## src/rtl/mem_stage_if.sv

```systemverilog
// Execute->memory->writeback signal bundle for mem_stage; slave = the stage, master = its environment.
// misaligned_o exists only when MEM_MISALIGN_TRAP_EN is defined.
interface mem_stage_if;
  logic        in_valid_i;
  logic        in_ready_o;
  logic [4:0]  rf_rd_i;
  logic        rf_wen_i;
  logic [63:0] aluout_i;
  logic [63:0] store_data_i;
  logic [3:0]  memop_i;
  logic [63:0] pc_i;
  logic        exit_i;
  logic        dmem_req_valid_o;
  logic        dmem_req_ready_i;
  logic [63:0] dmem_addr_o;
  logic        dmem_wen_o;
  logic [63:0] dmem_wdata_o;
  logic [7:0]  dmem_wstrb_o;
  logic        dmem_resp_valid_i;
  logic [63:0] dmem_rdata_i;
  logic        out_valid_o;
  logic [4:0]  rf_rd_o;
  logic        rf_wen_o;
  logic [63:0] rf_wdata_o;
  logic [63:0] pc_o;
  logic        exit_o;
`ifdef MEM_MISALIGN_TRAP_EN
  logic        misaligned_o;
`endif

  modport slave (
    input  in_valid_i, rf_rd_i, rf_wen_i, aluout_i, store_data_i, memop_i, pc_i, exit_i,
           dmem_req_ready_i, dmem_resp_valid_i, dmem_rdata_i,
    output in_ready_o, dmem_req_valid_o, dmem_addr_o, dmem_wen_o, dmem_wdata_o, dmem_wstrb_o,
           out_valid_o, rf_rd_o, rf_wen_o, rf_wdata_o, pc_o, exit_o
`ifdef MEM_MISALIGN_TRAP_EN
         , misaligned_o
`endif
  );

  modport master (
    output in_valid_i, rf_rd_i, rf_wen_i, aluout_i, store_data_i, memop_i, pc_i, exit_i,
           dmem_req_ready_i, dmem_resp_valid_i, dmem_rdata_i,
    input  in_ready_o, dmem_req_valid_o, dmem_addr_o, dmem_wen_o, dmem_wdata_o, dmem_wstrb_o,
           out_valid_o, rf_rd_o, rf_wen_o, rf_wdata_o, pc_o, exit_o
`ifdef MEM_MISALIGN_TRAP_EN
         , misaligned_o
`endif
  );
endinterface

```

## src/rtl/mem_stage.sv

```systemverilog
// RV64 memory stage: one instruction per handshake, loads/stores over a valid/ready dmem port, registered writeback.
// Define MEM_MISALIGN_TRAP_EN to report misaligned accesses on misaligned_o instead of forcing alignment.
module mem_stage #(
  parameter int XLEN    = 64,
  parameter int MEMOP_W = 4
) (
  input logic        clk,
  input logic        rst,
  mem_stage_if.slave bus
);

  typedef enum logic [1:0] {S_IDLE, S_REQ, S_WAIT} state_e;

  state_e              state_q, state_d;
  logic [4:0]          rd_q, rd_d;
  logic                wen_q, wen_d;
  logic [MEMOP_W-1:0]  memop_q, memop_d;
  logic [2:0]          off_q, off_d;
  logic [XLEN-1:0]     addr_q, addr_d, wdata_q, wdata_d, pc_q, pc_d;
  logic [7:0]          wstrb_q, wstrb_d;
  logic                store_q, store_d, exit_q, exit_d;

  logic                out_vld_q, out_vld_d;
  logic [4:0]          o_rd_q, o_rd_d;
  logic                o_wen_q, o_wen_d;
  logic [XLEN-1:0]     o_wdata_q, o_wdata_d, o_pc_q, o_pc_d;
  logic                o_exit_q, o_exit_d;
`ifdef MEM_MISALIGN_TRAP_EN
  logic                mis_q, mis_d;
`endif

  logic                in_load, in_store, in_mis;
  logic [1:0]          in_lsz;
  logic [2:0]          in_mask, in_off;
  logic [7:0]          in_strb;
  logic [XLEN-1:0]     lane, ld_val;

  always_comb begin
    in_load  = bus.memop_i inside {[4'd1:4'd7]};
    in_store = bus.memop_i inside {[4'd8:4'd11]};
    case (bus.memop_i)
      4'd1, 4'd5, 4'd8:  in_lsz = 2'd0;
      4'd2, 4'd6, 4'd9:  in_lsz = 2'd1;
      4'd3, 4'd7, 4'd10: in_lsz = 2'd2;
      default:           in_lsz = 2'd3;
    endcase
    case (in_lsz)
      2'd0:    begin in_mask = 3'b000; in_strb = 8'h01; end
      2'd1:    begin in_mask = 3'b001; in_strb = 8'h03; end
      2'd2:    begin in_mask = 3'b011; in_strb = 8'h0F; end
      default: begin in_mask = 3'b111; in_strb = 8'hFF; end
    endcase
    // Low address bits below the access size are dropped, so the lane is always size-aligned.
    in_off = bus.aluout_i[2:0] & ~in_mask;
`ifdef MEM_MISALIGN_TRAP_EN
    in_mis = (in_load | in_store) & (|(bus.aluout_i[2:0] & in_mask));
`else
    in_mis = 1'b0;
`endif
  end

  always_comb begin
    lane = bus.dmem_rdata_i >> {off_q, 3'b000};
    case (memop_q)
      4'd1:    ld_val = {{56{lane[7]}},  lane[7:0]};
      4'd2:    ld_val = {{48{lane[15]}}, lane[15:0]};
      4'd3:    ld_val = {{32{lane[31]}}, lane[31:0]};
      4'd5:    ld_val = {56'd0, lane[7:0]};
      4'd6:    ld_val = {48'd0, lane[15:0]};
      4'd7:    ld_val = {32'd0, lane[31:0]};
      default: ld_val = lane;
    endcase
  end

  always_comb begin
    state_d   = state_q;
    rd_d      = rd_q;
    wen_d     = wen_q;
    memop_d   = memop_q;
    off_d     = off_q;
    addr_d    = addr_q;
    wdata_d   = wdata_q;
    wstrb_d   = wstrb_q;
    store_d   = store_q;
    pc_d      = pc_q;
    exit_d    = exit_q;
    out_vld_d = 1'b0;
    o_rd_d    = o_rd_q;
    o_wen_d   = o_wen_q;
    o_wdata_d = o_wdata_q;
    o_pc_d    = o_pc_q;
    o_exit_d  = o_exit_q;
`ifdef MEM_MISALIGN_TRAP_EN
    mis_d     = 1'b0;
`endif
    case (state_q)
      S_IDLE: begin
        if (bus.in_valid_i) begin
          rd_d    = bus.rf_rd_i;
          wen_d   = bus.rf_wen_i & (|bus.rf_rd_i) & ~in_store;
          memop_d = bus.memop_i;
          off_d   = in_off;
          addr_d  = {bus.aluout_i[63:3], 3'b000};
          wdata_d = bus.store_data_i << {in_off, 3'b000};
          wstrb_d = in_store ? (in_strb << in_off) : 8'h00;
          store_d = in_store;
          pc_d    = bus.pc_i;
          exit_d  = bus.exit_i;
          if ((in_load | in_store) & ~in_mis) begin
            state_d = S_REQ;
          end else begin
            out_vld_d = 1'b1;
            o_rd_d    = bus.rf_rd_i;
            o_wen_d   = bus.rf_wen_i & (|bus.rf_rd_i) & ~in_mis;
            o_wdata_d = bus.aluout_i;
            o_pc_d    = bus.pc_i;
            o_exit_d  = bus.exit_i;
`ifdef MEM_MISALIGN_TRAP_EN
            mis_d     = in_mis;
`endif
          end
        end
      end
      S_REQ: begin
        if (bus.dmem_req_ready_i) begin
          if (store_q) begin
            state_d   = S_IDLE;
            out_vld_d = 1'b1;
            o_rd_d    = rd_q;
            o_wen_d   = 1'b0;
            o_wdata_d = '0;
            o_pc_d    = pc_q;
            o_exit_d  = exit_q;
          end else begin
            state_d = S_WAIT;
          end
        end
      end
      S_WAIT: begin
        if (bus.dmem_resp_valid_i) begin
          state_d   = S_IDLE;
          out_vld_d = 1'b1;
          o_rd_d    = rd_q;
          o_wen_d   = wen_q;
          o_wdata_d = ld_val;
          o_pc_d    = pc_q;
          o_exit_d  = exit_q;
        end
      end
      default: state_d = S_IDLE;
    endcase
  end

  always_ff @(posedge clk) begin
    if (rst) begin
      state_q   <= S_IDLE;
      rd_q      <= '0;
      wen_q     <= 1'b0;
      memop_q   <= '0;
      off_q     <= '0;
      addr_q    <= '0;
      wdata_q   <= '0;
      wstrb_q   <= '0;
      store_q   <= 1'b0;
      pc_q      <= '0;
      exit_q    <= 1'b0;
      out_vld_q <= 1'b0;
      o_rd_q    <= '0;
      o_wen_q   <= 1'b0;
      o_wdata_q <= '0;
      o_pc_q    <= '0;
      o_exit_q  <= 1'b0;
`ifdef MEM_MISALIGN_TRAP_EN
      mis_q     <= 1'b0;
`endif
    end else begin
      state_q   <= state_d;
      rd_q      <= rd_d;
      wen_q     <= wen_d;
      memop_q   <= memop_d;
      off_q     <= off_d;
      addr_q    <= addr_d;
      wdata_q   <= wdata_d;
      wstrb_q   <= wstrb_d;
      store_q   <= store_d;
      pc_q      <= pc_d;
      exit_q    <= exit_d;
      out_vld_q <= out_vld_d;
      o_rd_q    <= o_rd_d;
      o_wen_q   <= o_wen_d;
      o_wdata_q <= o_wdata_d;
      o_pc_q    <= o_pc_d;
      o_exit_q  <= o_exit_d;
`ifdef MEM_MISALIGN_TRAP_EN
      mis_q     <= mis_d;
`endif
    end
  end

  assign bus.in_ready_o       = (state_q == S_IDLE);
  assign bus.dmem_req_valid_o = (state_q == S_REQ);
  assign bus.dmem_addr_o      = addr_q;
  assign bus.dmem_wen_o       = store_q;
  assign bus.dmem_wdata_o     = wdata_q;
  assign bus.dmem_wstrb_o     = wstrb_q;
  assign bus.out_valid_o      = out_vld_q;
  assign bus.rf_rd_o          = o_rd_q;
  assign bus.rf_wen_o         = o_wen_q;
  assign bus.rf_wdata_o       = o_wdata_q;
  assign bus.pc_o             = o_pc_q;
  assign bus.exit_o           = o_exit_q;
`ifdef MEM_MISALIGN_TRAP_EN
  assign bus.misaligned_o     = mis_q;
`endif

endmodule

```

## src/flat_wrapper.sv

```systemverilog
// flat-port wrapper written by rule: the top's interface ports become plain ports
module mem_stage_flat 
#(
  parameter int XLEN    = 64,
  parameter int MEMOP_W = 4
)
  (clk, rst, bus_in_valid_i, bus_rf_rd_i, bus_rf_wen_i, bus_aluout_i, bus_store_data_i, bus_memop_i, bus_pc_i, bus_exit_i, bus_dmem_req_ready_i, bus_dmem_resp_valid_i, bus_dmem_rdata_i, bus_in_ready_o, bus_dmem_req_valid_o, bus_dmem_addr_o, bus_dmem_wen_o, bus_dmem_wdata_o, bus_dmem_wstrb_o, bus_out_valid_o, bus_rf_rd_o, bus_rf_wen_o, bus_rf_wdata_o, bus_pc_o, bus_exit_o);
  mem_stage_if bus_i ();
  input logic clk;
  input logic rst;
  input wire logic [$bits(bus_i.in_valid_i)-1:0] bus_in_valid_i;
  input wire logic [$bits(bus_i.rf_rd_i)-1:0] bus_rf_rd_i;
  input wire logic [$bits(bus_i.rf_wen_i)-1:0] bus_rf_wen_i;
  input wire logic [$bits(bus_i.aluout_i)-1:0] bus_aluout_i;
  input wire logic [$bits(bus_i.store_data_i)-1:0] bus_store_data_i;
  input wire logic [$bits(bus_i.memop_i)-1:0] bus_memop_i;
  input wire logic [$bits(bus_i.pc_i)-1:0] bus_pc_i;
  input wire logic [$bits(bus_i.exit_i)-1:0] bus_exit_i;
  input wire logic [$bits(bus_i.dmem_req_ready_i)-1:0] bus_dmem_req_ready_i;
  input wire logic [$bits(bus_i.dmem_resp_valid_i)-1:0] bus_dmem_resp_valid_i;
  input wire logic [$bits(bus_i.dmem_rdata_i)-1:0] bus_dmem_rdata_i;
  output wire logic [$bits(bus_i.in_ready_o)-1:0] bus_in_ready_o;
  output wire logic [$bits(bus_i.dmem_req_valid_o)-1:0] bus_dmem_req_valid_o;
  output wire logic [$bits(bus_i.dmem_addr_o)-1:0] bus_dmem_addr_o;
  output wire logic [$bits(bus_i.dmem_wen_o)-1:0] bus_dmem_wen_o;
  output wire logic [$bits(bus_i.dmem_wdata_o)-1:0] bus_dmem_wdata_o;
  output wire logic [$bits(bus_i.dmem_wstrb_o)-1:0] bus_dmem_wstrb_o;
  output wire logic [$bits(bus_i.out_valid_o)-1:0] bus_out_valid_o;
  output wire logic [$bits(bus_i.rf_rd_o)-1:0] bus_rf_rd_o;
  output wire logic [$bits(bus_i.rf_wen_o)-1:0] bus_rf_wen_o;
  output wire logic [$bits(bus_i.rf_wdata_o)-1:0] bus_rf_wdata_o;
  output wire logic [$bits(bus_i.pc_o)-1:0] bus_pc_o;
  output wire logic [$bits(bus_i.exit_o)-1:0] bus_exit_o;
  assign bus_i.in_valid_i = bus_in_valid_i;
  assign bus_i.rf_rd_i = bus_rf_rd_i;
  assign bus_i.rf_wen_i = bus_rf_wen_i;
  assign bus_i.aluout_i = bus_aluout_i;
  assign bus_i.store_data_i = bus_store_data_i;
  assign bus_i.memop_i = bus_memop_i;
  assign bus_i.pc_i = bus_pc_i;
  assign bus_i.exit_i = bus_exit_i;
  assign bus_i.dmem_req_ready_i = bus_dmem_req_ready_i;
  assign bus_i.dmem_resp_valid_i = bus_dmem_resp_valid_i;
  assign bus_i.dmem_rdata_i = bus_dmem_rdata_i;
  assign bus_in_ready_o = bus_i.in_ready_o;
  assign bus_dmem_req_valid_o = bus_i.dmem_req_valid_o;
  assign bus_dmem_addr_o = bus_i.dmem_addr_o;
  assign bus_dmem_wen_o = bus_i.dmem_wen_o;
  assign bus_dmem_wdata_o = bus_i.dmem_wdata_o;
  assign bus_dmem_wstrb_o = bus_i.dmem_wstrb_o;
  assign bus_out_valid_o = bus_i.out_valid_o;
  assign bus_rf_rd_o = bus_i.rf_rd_o;
  assign bus_rf_wen_o = bus_i.rf_wen_o;
  assign bus_rf_wdata_o = bus_i.rf_wdata_o;
  assign bus_pc_o = bus_i.pc_o;
  assign bus_exit_o = bus_i.exit_o;
  mem_stage #(.XLEN(XLEN), .MEMOP_W(MEMOP_W)) u_core (.clk(clk), .rst(rst), .bus(bus_i));
endmodule
```

## config.mk

```make
export PLATFORM = sky130hd
export DESIGN_NAME = mem_stage_flat
export DESIGN_NICKNAME = d
export VERILOG_FILES = /design/src/rtl/mem_stage_if.sv /design/src/rtl/mem_stage.sv /design/src/flat_wrapper.sv
export SDC_FILE = /design/constraint.sdc
export NUM_CORES = 1
export LEC_CHECK = 0
export BUFFER_PORTS_ARGS = -buffer_cell sky130_fd_sc_hd__buf_2
export CORE_AREA = 4 4 209 211
export DETAILED_ROUTE_END_ITERATION = 7
export DIE_AREA = 0 0 213 215
export GPL_TIMING_DRIVEN = 1
export PLACE_DENSITY = 0.72
export SYNTH_ARGS = -nofsm -noshare
export SYNTH_HDL_FRONTEND = slang
export SYNTH_SLANG_ARGS = --single-unit
```

## constraint.sdc

```tcl
create_clock -name clk -period 4.6 [get_ports clk]
set_input_delay 0.92 -clock clk [delete_from_list [all_inputs] [get_ports clk]]
set_output_delay 0.92 -clock clk [all_outputs]
set_load 0.05 [all_outputs]
```

======== After elaboration in Yosys (flattened, before gate mapping) ========
Memory sizes are Yosys's and may differ from the RTL's.
Index checks and enable logic that the tools add are counted.
storage, ports and cells
  register bits after elaboration ......... 350
  latch bits .............................. 0
  RAM bits ................................ 0
  memory bits (read-only) ................. 32
  input port bits ......................... 272
  logic and storage cells ................. 102
  memories ................................ 1
cells by class
  add/subtract/negate cells ............... 0
  multiply operators ...................... 0
  divide/modulo/power cells ............... 0
  order comparisons ....................... 4
  eq/ne operators ......................... 16
  shift-type cells ........................ 3
  mux-type cells .......................... 46
  bitwise operators ....................... 6
  reduce and logical (&&, ||, !) cells .... 9
memories
  name             words  bits a word  rd ports  clocked after memory_dff  wr ports  line             source
  (no name shown)  16     2            1         0                         0         mem_stage.sv:41  case (bus.memop_i)
operators by type and width
  kind                count
  $mux 64             10
  $pmux 64 s3         2
  $pmux 64 s6         1
  $shl 64x6->64       1
  $shr 64x6->64       1
  $mux 5              5
  $pmux 8 s3          1
  $mux 1              15
  $pmux 5 s3          1
  $eq 4x3->1 const B  3
  $mux 2              5
  $pmux 1 s3          3
  $pmux 3 s3          1
  $eq 4x2->1 const B  2
  $mux 8              1
  $ne 2x2->1 const B  4
  $shl 8x3->8         1
  $pmux 2 s3          1
  $reduce_and 6->1    1
  $reduce_or 5->1     1
  $eq 2x1->1 const B  2
  $eq 2x2->1 const B  2
  $eq 4x1->1 const B  1
  $ge 4x1->1 const B  1
  14 further kinds    18

======== Longest topological paths before layout ========
An unclocked memory read counts as a cell.
  word-level depth ........................ 7
  mapped depth ............................ 10
  mapped depth without buffers ............ 7

======== Worst setup path before layout ========
OpenSTA, ideal clock, no wires.
  path type ............................... in2reg
  from .................................... input port bus_memop_i[0]
  to ...................................... register u_core.wdata_q[38], in the netlist u_core.bus.dmem_wdata_o[38]
  library setup time ...................... 0.128 ns
  arrival ................................. 2.987 ns
  required time ........................... 4.472 ns
  slack ................................... 1.485 ns
  stages .................................. 8
  cell sequence ........................... inv_1 > ha_1 > and3b_1 > o21ai_2 > buf_4 > mux4_2 > a222oi_1 > nor2_1
between the ends
  longest elaborated chain between the ends .. 6
ends and longest elaborated chain
  what                                line                source
  start: declaration                  flat_wrapper.sv:16  input wire logic [$bits(bus_i.memop_i)-1:0] bus_memop_i;
  $mem_v2 16x2 *                      -
  $eq 2x2->1 (tied with other cells)  mem_stage.sv:47     case (in_lsz)
  $pmux 3 s3 *                        mem_stage.sv:47
  $not 3->3 *                         mem_stage.sv:54     in_off = bus.aluout_i[2:0] & ~in_mask;
  $and 3x3->3 *                       mem_stage.sv:54
  $shl 64x6->64 *                     mem_stage.sv:104    wdata_d = bus.store_data_i << {in_off, 3'b000};
  end signal: assignment              mem_stage.sv:183    wdata_q <= wdata_d;
  end: declaration                    mem_stage.sv:19     logic [XLEN-1:0] addr_q, addr_d, wdata_q, wdata_d, pc_q, pc_d;
Every way passes the cells marked *; elsewhere a longest branch is shown, timed or not.
A chain may end at the register's enable or synchronous reset.

======== Worst setup path in the final report ========
  from .................................... register u_core.off_q[1]
  to ...................................... register u_core.o_wdata_q[37], in the netlist u_core.bus.rf_wdata_o[37]
between the ends
  longest elaborated chain between the ends .. 4
ends and longest elaborated chain
  what                      line              source
  start: declaration        mem_stage.sv:18   logic [2:0] off_q, off_d;
  start signal: assignment  mem_stage.sv:160  off_q <= '0;
  start signal: assignment  mem_stage.sv:181  off_q <= off_d;
  $shr 64x6->64             mem_stage.sv:63   lane = bus.dmem_rdata_i >> {off_q, 3'b000};
  $pmux 64 s6               mem_stage.sv:64   case (memop_q)
  $mux 64                   mem_stage.sv:140  if (bus.dmem_resp_valid_i) begin
  $pmux 64 s3               mem_stage.sv:96   case (state_q)
  end signal: assignment    mem_stage.sv:191  o_wdata_q <= o_wdata_d;
  end: declaration          mem_stage.sv:26   logic [XLEN-1:0] o_wdata_q, o_wdata_d, o_pc_q, o_pc_d;
Every way passes these cells. The select of a mux whose other input is x is not followed.

==> results.md <==
- Peak supply drop: 0.267 mV
- Max clock buf depth: 3
- LEAKAGE: 9.09 nW
- Vias in the first global route: 17300
- Root Buffer: clkbuf_16
- Final std cells w/o fill: 3020
- Sink Count: 350
- Largest net degree at the start of global routing: 113
- First-pass GRT wire length: 104000 um
- Final min period: 3.23 ns
- Yosys Warn Count: 0
- Slowest stage delay, CP: 0.63 ns
- Via count: 18000
- R2R cell count: 7
- Hold Startpoint: u_core.bus.dmem_addr_o[20]$_SDFFE_PP0P_
- Total CTS buffers: 40
- Status: finished clean
- Share of the synthesized area in the top cell type: 0.405
- Leading area contributor after synthesis: dfxtp_1
- Synth Instances: roughly 2000
- Commonest non-fill, non-tap cell in the layout: buf_2
- Die W: 213 um
- Power density over cell area: around 540 nW/um^2
- Relative slew margins: 0.120
- Antenna violations before repair: 11
- Total track usage: 0.289
- DRT Pass-1 Iters: 7
- Ys flop type: dfxtp_1
- Pins over their slew limit: 0
- Final setup fails: 0
- Layout net count: 2721
- Post-route cell area: about 22000 sq um
- R2R Setup Slk: 1.37 ns
- R2r startpoint: u_core.off_q[1]$_SDFFE_PP0P_
- Clock latency at the later pin of the worst-skew pair: between 0.5 and 0.6 ns
- Critical path required time: 4.99 ns
- Critical path type: reg2reg
- Post-synthesis cell area: 17300 sq um
- Final ANT Viol Nets: 0
- Worst-path clk slew: approximately 0.06 ns
- CTS tree: built
- # fillers: 3969
- Seq cells post-synth: 350
- Layout cells sized above 1: 0.304
- Synth area leaders: dfxtp_1 (41%), nand2_1 (9.0%), mux2i_1 (7.2%)
- Worst Skew: about 0.014 ns
- Sequential area share after synthesis: 0.405
- Post-DP Area: 20100 sq um
- DR WL/cell: 23.2 um
- WP depth: 7
- Hold-fix buffers, CTS: 0
- Hold Vio Cnt, Final: 0
- Slew @ Worst Pin: 1.31 ns
- Die height: 215 um
- Crit path launch type: register
- Most frequent cells in the layout: buf_2 (542), nand2_1 (413), dfxtp_1 (348)
- CP top delay family: compound AO/OA/AOI/OAI gates
- Drt total wl: between 70000 and 80000 um
- Die Area: 45800 sq um
- Critical Path AT: 3.62 ns
- Sequence of cells on the critical path: buf_4, mux2i_1, mux4_2, a2bb2oi_1, buf_4, a31o_2, a31oi_1
- Placed Cells incl. Taps: 2940
- Core Area: 41800 sq um
- Initial Util: 0.414
- GR Overflow Total: 0
- Gpl congestion: 0.991
- Post-synth EDFFs: 0
- Peak Freq: 0.310 GHz
- Final setup TNS: 0 ns
- CP Capture Type: register
- Worst hold path depth: 2
- PortBufs: approximately 540
- Max-cap viol count: 0
- Slowest-stage cell, CP: buf_4
- Detailed placement HPWL: between 50000 and 60000 um
- Initial DRC count: 2092
- Syn avg cell area: between 8 and 9 sq um
- RSZ-0062 raised after global routing: false
- DRC violations left: 0
- Core Rows: 75
- Hold Crit Class: reg2reg
- Postcts setup bufs: 0
- Critical Path Source: u_core.off_q[1]$_SDFFE_PP0P_
- Area delta synth->final: 24.6%
- Period utilisation layout: 0.702
- # H-tree levels: 2
- Synth async-reset ratio: 0
- Post-synthesis cell type count: 67
- I/O pin count: approximately 550
- Crit-path most repeated cell: buf_4
- Worst-path maximum fanout: 50
- Post-CTS sizing: 0
- Worst path buffer plus inverter count: 2
- Vias per inst: 5.94
-- final cells by class --
| type | count | area [sq um] | area share |
|---|---|---|---|
| multi-input cells | 1465 | 9430 | 0.438 |
| flip-flops and latches | 350 | 7010 | 0.326 |
| repair buffers | 572 | 2970 | 0.138 |
| clock buffers | 54 | 1140 | 0.0532 |
| well taps | 539 | 674 | 0.0313 |
| clock inverters | 18 | 231 | 0.0108 |
| inverters | 14 | 52.6 | 0.00244 |
| diodes | 8 | 20.0 | 0.000930 |
-- kinds of logic (layout without fill, tap and decap cells) --
kind of cell	after synthesis	count (layout)	synth area share
other	1	11	0.000217
muxes	199	199	0.146
and+or+nand+nor	676	676	0.164
DFF	350	350	0.405
buffers and inverters	203	658	0.0521
AOI/OAI and AO/OA	581	581	0.227
adders and majority gates	6	6	0.00434
-- metal layers --
layer | routed length, um | vias to the layer above | GRT usage
met5 | 38 | - | 0
li1 | - | 8193 | -
met1 | 27300 | 8515 | 0.363
met3 | 6490 | 222 | 0.0672
met2 | 31900 | 1014 | 0.460
met4 | 4240 | 6 | 0.154
-- cells in the mapped netlist, types with 6 or more instances --
cell type    n
nor3_1       6
a211oi_1    80
nand3_1     18
a21oi_1    217
a41o_1      10
clkbuf_1   115
buf_1        9
nand2b_1     7
mux2i_1    124
a221o_1      8
a32o_1      16
o221ai_1    13
ha_1         6
a22oi_1     31
mux2_2      36
inv_1       13
o2bb2ai_1    7
o22ai_1     13
and3_1       9
or3_1       10
o21ai_0     66
nor2b_1     28
mux4_2      39
nand4_1     10
a221oi_1    15
a221oi_2    10
a31oi_1     32
a222oi_1    17
a311oi_2     7
dfxtp_1    350
nor2_1     150
and2_1       7
o211ai_1    10
buf_4       13
buf_2       47
nand2_1    415
-- per-stage QoR --
stage                     power (mW)  hold slack (ns)  setup WS, ns   util
final                           11.6            0.453          1.37  0.516
after detailed placement        8.23            0.445         0.962  0.482
after CTS                       11.6            0.453          1.42  0.515
after global placement          8.15            0.439          1.00  0.482
after global routing            12.1            0.471          1.24  0.516
after floorplan                 7.03            0.436          1.49      -
-- registers in the layout, summed over array words and instances (netlist names), 2 cells and up --
| register | cells |
|---|---|
| u_core.bus.dmem_wdata_o | 64 |
| u_core.bus.pc_o | 64 |
| u_core.bus.rf_wdata_o | 64 |
| u_core.pc_q | 64 |
| u_core.bus.dmem_addr_o | 61 |
| u_core.bus.dmem_wstrb_o | 8 |
| u_core.bus.rf_rd_o | 5 |
| u_core.rd_q | 5 |
| u_core.memop_q | 4 |
| u_core.off_q | 3 |
| u_core.state_q | 2 |
-- where the power goes --
| group | switching [mW] | internal, mW | total, mW | leakage (nW) |
|---|---|---|---|---|
| registers | 0.283 | 3.51 | 3.79 | 2.87 |
| clock network | 1.33 | 2.03 | 3.36 | 0.678 |
| logic | 3.24 | 1.18 | 4.42 | 5.54 |
-- worst register-to-register path, stage by stage, from the launching register on --
cell       delay (ns)
dfxtp_2          0.49
buf_4            0.64
mux2i_1          0.31
mux4_2           0.33
a2bb2oi_1        0.25
buf_4            0.23
a31o_2           0.62
a31oi_1          0.20
-- worst paths after layout --
kind | endpoint
max reg2reg | u_core.bus.rf_wdata_o[37]$_SDFFE_PP0P_
min | u_core.bus.dmem_addr_o[20]$_SDFFE_PP0P_
min reg2reg | u_core.bus.dmem_addr_o[20]$_SDFFE_PP0P_
max | u_core.bus.rf_wdata_o[37]$_SDFFE_PP0P_
Power figures use the tool's default switching activity.
